## src/rtl/pipeline_ctrl_pkg.sv

```systemverilog
`default_nettype none
// ============================================================================
// Module      : pipeline_ctrl_pkg
// Description : Shared state encodings and defaults for the pipeline
//               sequencing controller.
// Revision    : 1.0 - initial release
// ============================================================================
package pipeline_ctrl_pkg;

  localparam int NB_STATE         = 3;
  localparam int DRAIN_CYCLES_DEF = 3;

  typedef enum logic [NB_STATE-1:0] {
    ST_IDLE   = 3'd0,
    ST_RUN    = 3'd1,
    ST_STEP   = 3'd2,
    ST_DRAIN  = 3'd3,
    ST_HALTED = 3'd4
  } state_e;

endpackage
`default_nettype wire

```

## src/rtl/pipeline_ctrl_if.sv

```systemverilog
`default_nettype none
// ============================================================================
// Module      : pipeline_ctrl_if
// Description : Debug-unit / datapath bundle seen by the pipeline controller.
//               master = debug unit + datapath side, slave = controller.
// Revision    : 1.0 - initial release
// ============================================================================
interface pipeline_ctrl_if #(
  parameter int NB_ADDR = 5,
  parameter int NB_CNT  = 32
);

  // Debug commands
  logic               i_run;
  logic               i_step;
  logic               i_pause;
  // Datapath status
  logic               i_halt_instr;
  logic               i_branch_taken;
  logic               i_id_ex_mem_read;
  logic [NB_ADDR-1:0] i_id_ex_rt_addr;
  logic [NB_ADDR-1:0] i_if_id_rs_addr;
  logic [NB_ADDR-1:0] i_if_id_rt_addr;
  // Stage controls
  logic               o_pc_en;
  logic               o_if_id_en;
  logic               o_id_ex_en;
  logic               o_ex_mem_en;
  logic               o_mem_wb_en;
  logic               o_if_id_flush;
  logic               o_id_ex_flush;
  // Status
  logic [2:0]         o_state;
  logic [NB_CNT-1:0]  o_cycle_count;
  logic               o_done;

  modport master (
    output i_run, i_step, i_pause, i_halt_instr, i_branch_taken,
           i_id_ex_mem_read, i_id_ex_rt_addr, i_if_id_rs_addr, i_if_id_rt_addr,
    input  o_pc_en, o_if_id_en, o_id_ex_en, o_ex_mem_en, o_mem_wb_en,
           o_if_id_flush, o_id_ex_flush, o_state, o_cycle_count, o_done
  );

  modport slave (
    input  i_run, i_step, i_pause, i_halt_instr, i_branch_taken,
           i_id_ex_mem_read, i_id_ex_rt_addr, i_if_id_rs_addr, i_if_id_rt_addr,
    output o_pc_en, o_if_id_en, o_id_ex_en, o_ex_mem_en, o_mem_wb_en,
           o_if_id_flush, o_id_ex_flush, o_state, o_cycle_count, o_done
  );

endinterface
`default_nettype wire

```

## src/rtl/pipeline_ctrl_hazard_detect.sv

```systemverilog
`default_nettype none
// ============================================================================
// Module      : hazard_detect
// Description : Load-use hazard compare between the load in EX and the
//               source registers of the instruction in ID.
// Revision    : 1.0 - initial release
// ============================================================================
module hazard_detect #(
  parameter int NB_ADDR = 5
) (
  input  wire logic               i_mem_read,
  input  wire logic [NB_ADDR-1:0] i_ex_rt_addr,
  input  wire logic [NB_ADDR-1:0] i_id_rs_addr,
  input  wire logic [NB_ADDR-1:0] i_id_rt_addr,
  output logic                    o_stall
);

  // Register 0 is hard-wired, so a load targeting it never creates a hazard
  always_comb begin
    o_stall = i_mem_read
            && (i_ex_rt_addr != '0)
            && ((i_ex_rt_addr == i_id_rs_addr) || (i_ex_rt_addr == i_id_rt_addr));
  end

endmodule
`default_nettype wire

```

## src/rtl/pipeline_ctrl.sv

```systemverilog
`default_nettype none
// ============================================================================
// Module      : pipeline_ctrl
// Description : Central sequencer for PC and pipeline registers. Merges debug
//               run/step/pause with load-use stall, branch flush and HALT
//               drain into per-stage enable and flush strobes.
// Revision    : 1.0 - initial release
// ============================================================================
module pipeline_ctrl
  import pipeline_ctrl_pkg::*;
#(
  parameter int NB_ADDR      = 5,
  parameter int NB_CNT       = 32,
  parameter int DRAIN_CYCLES = DRAIN_CYCLES_DEF
) (
  input  wire logic       i_clk,
  input  wire logic       i_reset,
  pipeline_ctrl_if.slave  bus
);

  localparam int NB_DRAIN = (DRAIN_CYCLES > 1) ? $clog2(DRAIN_CYCLES) : 1;
  localparam logic [NB_DRAIN-1:0] DRAIN_LAST = NB_DRAIN'(DRAIN_CYCLES - 1);

  state_e              state_q, state_d;
  logic [NB_DRAIN-1:0] drain_q, drain_d;
  logic [NB_CNT-1:0]   cycle_q, cycle_d;
  logic                done_q,  done_d;

  logic w_stall;
  logic w_adv;
  logic w_pc_en, w_if_id_en, w_id_ex_en, w_ex_mem_en, w_mem_wb_en;
  logic w_if_id_flush, w_id_ex_flush;

  hazard_detect #(
    .NB_ADDR (NB_ADDR)
  ) u_hazard_detect (
    .i_mem_read   (bus.i_id_ex_mem_read),
    .i_ex_rt_addr (bus.i_id_ex_rt_addr),
    .i_id_rs_addr (bus.i_if_id_rs_addr),
    .i_id_rt_addr (bus.i_if_id_rt_addr),
    .o_stall      (w_stall)
  );

  assign w_adv = (state_q == ST_RUN) || (state_q == ST_STEP) || (state_q == ST_DRAIN);

  // Next-state logic: command arbitration, drain countdown, saturating cycle count
  always_comb begin
    state_d = state_q;
    drain_d = drain_q;
    cycle_d = cycle_q;
    done_d  = done_q;

    if (w_adv && (cycle_q != '1)) begin
      cycle_d = cycle_q + NB_CNT'(1);
    end

    case (state_q)
      ST_IDLE: begin
        if (bus.i_run) begin
          state_d = ST_RUN;
        end else if (bus.i_step) begin
          state_d = ST_STEP;
        end
      end
      ST_RUN: begin
        // HALT beats a coincident pause so the drain is never skipped
        if (bus.i_halt_instr) begin
          state_d = ST_DRAIN;
          drain_d = '0;
        end else if (bus.i_pause) begin
          state_d = ST_IDLE;
        end
      end
      ST_STEP: begin
        if (bus.i_halt_instr) begin
          state_d = ST_DRAIN;
          drain_d = '0;
        end else begin
          state_d = ST_IDLE;
        end
      end
      ST_DRAIN: begin
        if (drain_q == DRAIN_LAST) begin
          state_d = ST_HALTED;
          drain_d = '0;
          done_d  = 1'b1;
        end else begin
          drain_d = drain_q + NB_DRAIN'(1);
        end
      end
      ST_HALTED: begin
        done_d = 1'b1;
      end
      default: begin
        state_d = ST_IDLE;
        drain_d = '0;
        done_d  = 1'b0;
      end
    endcase
  end

  // State, drain counter, cycle counter and done flag
  always_ff @(posedge i_clk or posedge i_reset) begin
    if (i_reset) begin
      state_q <= ST_IDLE;
      drain_q <= '0;
      cycle_q <= '0;
      done_q  <= 1'b0;
    end else begin
      state_q <= state_d;
      drain_q <= drain_d;
      cycle_q <= cycle_d;
      done_q  <= done_d;
    end
  end

  // Stage strobes; flushes stay low when not advancing because the pipeline
  // registers give flush priority over enable and would lose held state
  always_comb begin
    w_pc_en       = 1'b0;
    w_if_id_en    = 1'b0;
    w_id_ex_en    = 1'b0;
    w_ex_mem_en   = 1'b0;
    w_mem_wb_en   = 1'b0;
    w_if_id_flush = 1'b0;
    w_id_ex_flush = 1'b0;

    if (state_q == ST_DRAIN) begin
      w_id_ex_en    = 1'b1;
      w_ex_mem_en   = 1'b1;
      w_mem_wb_en   = 1'b1;
      w_id_ex_flush = 1'b1;
    end else if ((state_q == ST_RUN) || (state_q == ST_STEP)) begin
      w_id_ex_en  = 1'b1;
      w_ex_mem_en = 1'b1;
      w_mem_wb_en = 1'b1;
      if (bus.i_halt_instr || w_stall) begin
        // Freeze the front end and bubble EX; a pending branch is
        // re-evaluated once the stall clears
        w_id_ex_flush = 1'b1;
      end else begin
        w_pc_en       = 1'b1;
        w_if_id_en    = 1'b1;
        w_if_id_flush = bus.i_branch_taken;
      end
    end
  end

  assign bus.o_pc_en       = w_pc_en;
  assign bus.o_if_id_en    = w_if_id_en;
  assign bus.o_id_ex_en    = w_id_ex_en;
  assign bus.o_ex_mem_en   = w_ex_mem_en;
  assign bus.o_mem_wb_en   = w_mem_wb_en;
  assign bus.o_if_id_flush = w_if_id_flush;
  assign bus.o_id_ex_flush = w_id_ex_flush;
  assign bus.o_state       = state_q;
  assign bus.o_cycle_count = cycle_q;
  assign bus.o_done        = done_q;

endmodule
`default_nettype wire
```

## src/flat_wrapper.sv

```systemverilog
// flat-port wrapper written by rule: the top's interface ports become plain ports
module pipeline_ctrl_flat import pipeline_ctrl_pkg::*;
#(
  parameter int NB_ADDR      = 5,
  parameter int NB_CNT       = 32,
  parameter int DRAIN_CYCLES = DRAIN_CYCLES_DEF
)
  (i_clk, i_reset, bus_i_run, bus_i_step, bus_i_pause, bus_i_halt_instr, bus_i_branch_taken, bus_i_id_ex_mem_read, bus_i_id_ex_rt_addr, bus_i_if_id_rs_addr, bus_i_if_id_rt_addr, bus_o_pc_en, bus_o_if_id_en, bus_o_id_ex_en, bus_o_ex_mem_en, bus_o_mem_wb_en, bus_o_if_id_flush, bus_o_id_ex_flush, bus_o_state, bus_o_cycle_count, bus_o_done);
  pipeline_ctrl_if #(.NB_ADDR(NB_ADDR), .NB_CNT(NB_CNT)) bus_i ();
  input  wire logic i_clk;
  input  wire logic i_reset;
  input wire logic [$bits(bus_i.i_run)-1:0] bus_i_run;
  input wire logic [$bits(bus_i.i_step)-1:0] bus_i_step;
  input wire logic [$bits(bus_i.i_pause)-1:0] bus_i_pause;
  input wire logic [$bits(bus_i.i_halt_instr)-1:0] bus_i_halt_instr;
  input wire logic [$bits(bus_i.i_branch_taken)-1:0] bus_i_branch_taken;
  input wire logic [$bits(bus_i.i_id_ex_mem_read)-1:0] bus_i_id_ex_mem_read;
  input wire logic [$bits(bus_i.i_id_ex_rt_addr)-1:0] bus_i_id_ex_rt_addr;
  input wire logic [$bits(bus_i.i_if_id_rs_addr)-1:0] bus_i_if_id_rs_addr;
  input wire logic [$bits(bus_i.i_if_id_rt_addr)-1:0] bus_i_if_id_rt_addr;
  output wire logic [$bits(bus_i.o_pc_en)-1:0] bus_o_pc_en;
  output wire logic [$bits(bus_i.o_if_id_en)-1:0] bus_o_if_id_en;
  output wire logic [$bits(bus_i.o_id_ex_en)-1:0] bus_o_id_ex_en;
  output wire logic [$bits(bus_i.o_ex_mem_en)-1:0] bus_o_ex_mem_en;
  output wire logic [$bits(bus_i.o_mem_wb_en)-1:0] bus_o_mem_wb_en;
  output wire logic [$bits(bus_i.o_if_id_flush)-1:0] bus_o_if_id_flush;
  output wire logic [$bits(bus_i.o_id_ex_flush)-1:0] bus_o_id_ex_flush;
  output wire logic [$bits(bus_i.o_state)-1:0] bus_o_state;
  output wire logic [$bits(bus_i.o_cycle_count)-1:0] bus_o_cycle_count;
  output wire logic [$bits(bus_i.o_done)-1:0] bus_o_done;
  assign bus_i.i_run = bus_i_run;
  assign bus_i.i_step = bus_i_step;
  assign bus_i.i_pause = bus_i_pause;
  assign bus_i.i_halt_instr = bus_i_halt_instr;
  assign bus_i.i_branch_taken = bus_i_branch_taken;
  assign bus_i.i_id_ex_mem_read = bus_i_id_ex_mem_read;
  assign bus_i.i_id_ex_rt_addr = bus_i_id_ex_rt_addr;
  assign bus_i.i_if_id_rs_addr = bus_i_if_id_rs_addr;
  assign bus_i.i_if_id_rt_addr = bus_i_if_id_rt_addr;
  assign bus_o_pc_en = bus_i.o_pc_en;
  assign bus_o_if_id_en = bus_i.o_if_id_en;
  assign bus_o_id_ex_en = bus_i.o_id_ex_en;
  assign bus_o_ex_mem_en = bus_i.o_ex_mem_en;
  assign bus_o_mem_wb_en = bus_i.o_mem_wb_en;
  assign bus_o_if_id_flush = bus_i.o_if_id_flush;
  assign bus_o_id_ex_flush = bus_i.o_id_ex_flush;
  assign bus_o_state = bus_i.o_state;
  assign bus_o_cycle_count = bus_i.o_cycle_count;
  assign bus_o_done = bus_i.o_done;
  pipeline_ctrl #(.NB_ADDR(NB_ADDR), .NB_CNT(NB_CNT), .DRAIN_CYCLES(DRAIN_CYCLES)) u_core (.i_clk(i_clk), .i_reset(i_reset), .bus(bus_i));
endmodule
```

## config.mk

```make
export PLATFORM = sky130hd
export DESIGN_NAME = pipeline_ctrl_flat
export DESIGN_NICKNAME = d
export VERILOG_FILES = /design/src/rtl/pipeline_ctrl_pkg.sv /design/src/rtl/pipeline_ctrl_if.sv /design/src/rtl/pipeline_ctrl_hazard_detect.sv /design/src/rtl/pipeline_ctrl.sv /design/src/flat_wrapper.sv
export SDC_FILE = /design/constraint.sdc
export NUM_CORES = 1
export LEC_CHECK = 0
export ABC_AREA = 1
export ABC_CLOCK_PERIOD_IN_PS = 2000
export BUFFER_PORTS_ARGS = -buffer_cell sky130_fd_sc_hd__buf_2
export CORE_MARGIN = 10
export CORE_UTILIZATION = 40
export DETAILED_ROUTE_END_ITERATION = 10
export HOLD_SLACK_MARGIN = 0.02
export SKIP_LAST_GASP = 1
export SLEW_MARGIN = 10
export SYNTH_ARGS = -nofsm -noshare
export SYNTH_HDL_FRONTEND = slang
export SYNTH_SLANG_ARGS = --single-unit
```

## constraint.sdc

```tcl
create_clock -name i_clk -period 2 [get_ports i_clk]
set_clock_uncertainty 0.1 [all_clocks]
set_input_delay 0.4 -clock i_clk [delete_from_list [all_inputs] [get_ports i_clk]]
set_output_delay 0.4 -clock i_clk [all_outputs]
set_load 0.03 [all_outputs]
```

==> results.toml <==
[hold_path]
hold_class = "input port to async pin"

[place]
port_buffers = 65
hpwl_um = 5760
dpl-instance-area_mm2 = 0.00317
gp_congestion = 0.904
numPlacedInstances = 569
place_ws_ps = 105

[worst_setup_path]
critPathArrivalTime_ps = 1410
worstSetupPathType = "flop to output pin"
reg2reg_depth = 10
regToRegStartpoint = "u_core.bus.o_cycle_count[1]$_DFFE_PP0P_"
critPathMaxFanout = 4
worst_setup_path_start_kind = "flop"
critPathRequiredTime_ps = 1500
crit_path_end_kind = "output pin"
r2r_setup_slack_ps = 190
r2r-end = "u_core.bus.o_cycle_count[25]$_DFFE_PP0P_"

[route]
ant_nets = 0
drt-wirelength-per-cell_um = 12.3
drtIter0Drc = 105
drcViolationCount = 0
first_pass_iters = 4
avgViaCountPerCell = 4.69
vias = 2718
wl_um = 7140

[clocking]
cts_root_buffer = "clkbuf_8"
clkTransAtPathRegs_ps = 80
cts_made_buffers = 5
cts.sinks = 38
cts_buffer_depth = 2
cts_max_level = 2
clock_latency_ps = 290
cts_tree = "yes"

[finish]
multi_input_area_mm2 = 0.00156
layout.nets = 523
fin_area_mm2 = 0.00333
n_fill_cell = 690
drive_gt1_share_pct = 22.2
fin_util_pct = 49.6
antenna_cells = 0
final_cell_count_no_fill = 580
layout.area.seq_um2 = 952
area_growth_pct = 22.2

[floorplan]
die_y_um = 103
start_util_pct = 40.6
die_x_um = 103
rows = 30
core_area_mm2 = 0.00672
ioPinCount = 66
dieArea_mm2 = 0.0105

[yosys]
yosysUniqueCellTypes = 28
synthCells = 422
synth_fp_nets = 446
synth_edf_count = 0
synth-async-reset-ratio_pct = 100
yosysWarnings = 0
synthFlopType = "dfrtp_1"
ys_ff_latch = 38
avgSynthCellArea_um2 = 6.46
yosysSeqAreaShare_pct = 34.9
syn_area_mm2 = 0.00273

[sta]
period_minus_slack_ps = 1910
setup_viol = 0
hold-worst-slack_ps = 103
max_clock_freq_mhz = 523
finalCritPeriodShare_pct = 95.5
setup_ws_ps = 89.1
hold_violations = 0
relSlewSlack_pct = 68.8
rsz0062_at_grt = "yes"
final-max-slew-violation-count = 0
tightest_slew_ps = 468

[power]
p_leak_nw = 1.78
p_per_area_mw_per_mm2 = 449
comb_power_share_pct = 5.2
p_switching_mw = 0.328
swShare_pct = 21.9
irDropWorstVdd_mv = 0.233
p_seq_share_pct = 51.4
clkPwrFrac_pct = 43.4
p_int_mw = 1.17

[global_routing]
grt_max_degree = 39
grt_pass1_vias = 2669
gr-total-overflow = 0
antenna_found_initial = 0
grt_util_all_layers_pct = 14.3
grt_pass1_wl_um = 12300

[job]
drv_cap = 0

[status]
status = "completed"
[through the flow]
stage / setup TNS [ps] / total power, mW
detailed placement: 0 / 0.862
floorplan: 0 / 0.824
CTS: 0 / 1.51
global route: -11.6 / 1.56
global placement: 0 / 0.860
finish: 0 / 1.49
[power by group through the flow]
stage	logic (mW)	registers [mW]	clock network, mW
3_5_place_dp	0.0792	0.783	0
3_3_place_gp	0.0768	0.783	0
5_1_grt	0.0919	0.767	0.699
4_1_cts	0.0793	0.767	0.667
6_report	0.0782	0.768	0.648
2_1_floorplan	0.0412	0.783	0
[cell usage after synthesis (5+ instances only)]
library cell | instances | area [um^2]
a21oi_1 | 5 | 25.0
nand2_1 | 193 | 724
inv_1 | 44 | 165
nor2_1 | 54 | 203
dfrtp_1 | 38 | 951
nand4_1 | 7 | 43.8
nand3_1 | 12 | 60.1
xnor2_1 | 13 | 114
nor3_1 | 5 | 25.0
xor2_1 | 10 | 87.6
o21ai_0 | 10 | 50.1
[critical path, cell delays in order (launching register included)]
cell	delay, ps
dfrtp_1	430
nand2_2	100
nand2_2	60
nor2_2	160
inv_2	70
nor2_4	120
buf_4	170
[cell type report]
type                    count  share of cell area [%]
clock buffers               5                    2.07
repair buffers             78                    13.2
flip-flops and latches     38                    28.6
clock inverters             3                    1.20
multi-input cells         331                    46.9
well taps                  80                    3.01
inverters                  45                    5.07
[metal layers]
layer | part of all wire, % | track usage, % | vias up
met3 | 5.6 | 3.08 | 8
met4 | 1.3 | 4.66 | 0
met5 | 0 | 0 | -
met2 | 48 | 24.2 | 59
met1 | 45 | 17.7 | 1213
li1 | - | - | 1438
[cells by family after synthesis]
group / synth area share (%)
flops: 34.9
simple gates: 44.6
buf+inv: 8.63
compound gates: 3.99
xor+xnor: 7.39
fa+ha+maj: 0.459
[flip-flops by register name, summed over array words and instances, names as in the netlist]
name                      count
u_core.bus.o_done             1
u_core.bus.o_cycle_count     32
u_core.drain_q                2
u_core.bus.o_state            3
[cells in the final DEF, fill, tap and decap left out, types with 2 or more instances in the layout]
cell	n
nor2_2	6
nand4_1	7
nand3b_1	2
nand2_1	190
inv_2	3
a21oi_1	5
o21ai_1	3
buf_2	60
nand2_2	5
dfrtp_1	37
nand3_1	12
nor3_1	5
buf_4	15
inv_1	42
nor2_4	4
clkbuf_8	5
xnor2_1	13
clkinv_2	2
nor2_1	50
nand2_4	2
o21ai_0	10
clkbuf_4	2
xor2_1	10
[timing repair]
item / CTS / global route
hold buffers: 0 / 0
resized for setup: 5 / 10
endpoints found under the setup margin: 3 / 7
setup buffers: 0 / 3
pin swaps: 0 / 3
endpoints found under the hold margin: 0 / 0
[worst max path at each step]
stage	start	cells after the start	endpoint
2_1_floorplan	u_core.bus.o_state[2]$_DFFE_PP0P_	5	bus_o_if_id_flush
3_3_place_gp	bus_i_id_ex_rt_addr[4]	12	bus_o_id_ex_flush
3_5_place_dp	bus_i_id_ex_rt_addr[4]	12	bus_o_id_ex_flush
4_1_cts	u_core.bus.o_state[2]$_DFFE_PP0P_	6	bus_o_pc_en
5_1_grt	u_core.bus.o_state[0]$_DFFE_PP0P_	6	bus_o_pc_en
6_report	u_core.bus.o_state[0]$_DFFE_PP0P_	6	bus_o_pc_en
(Power assumes the default switching activity.)
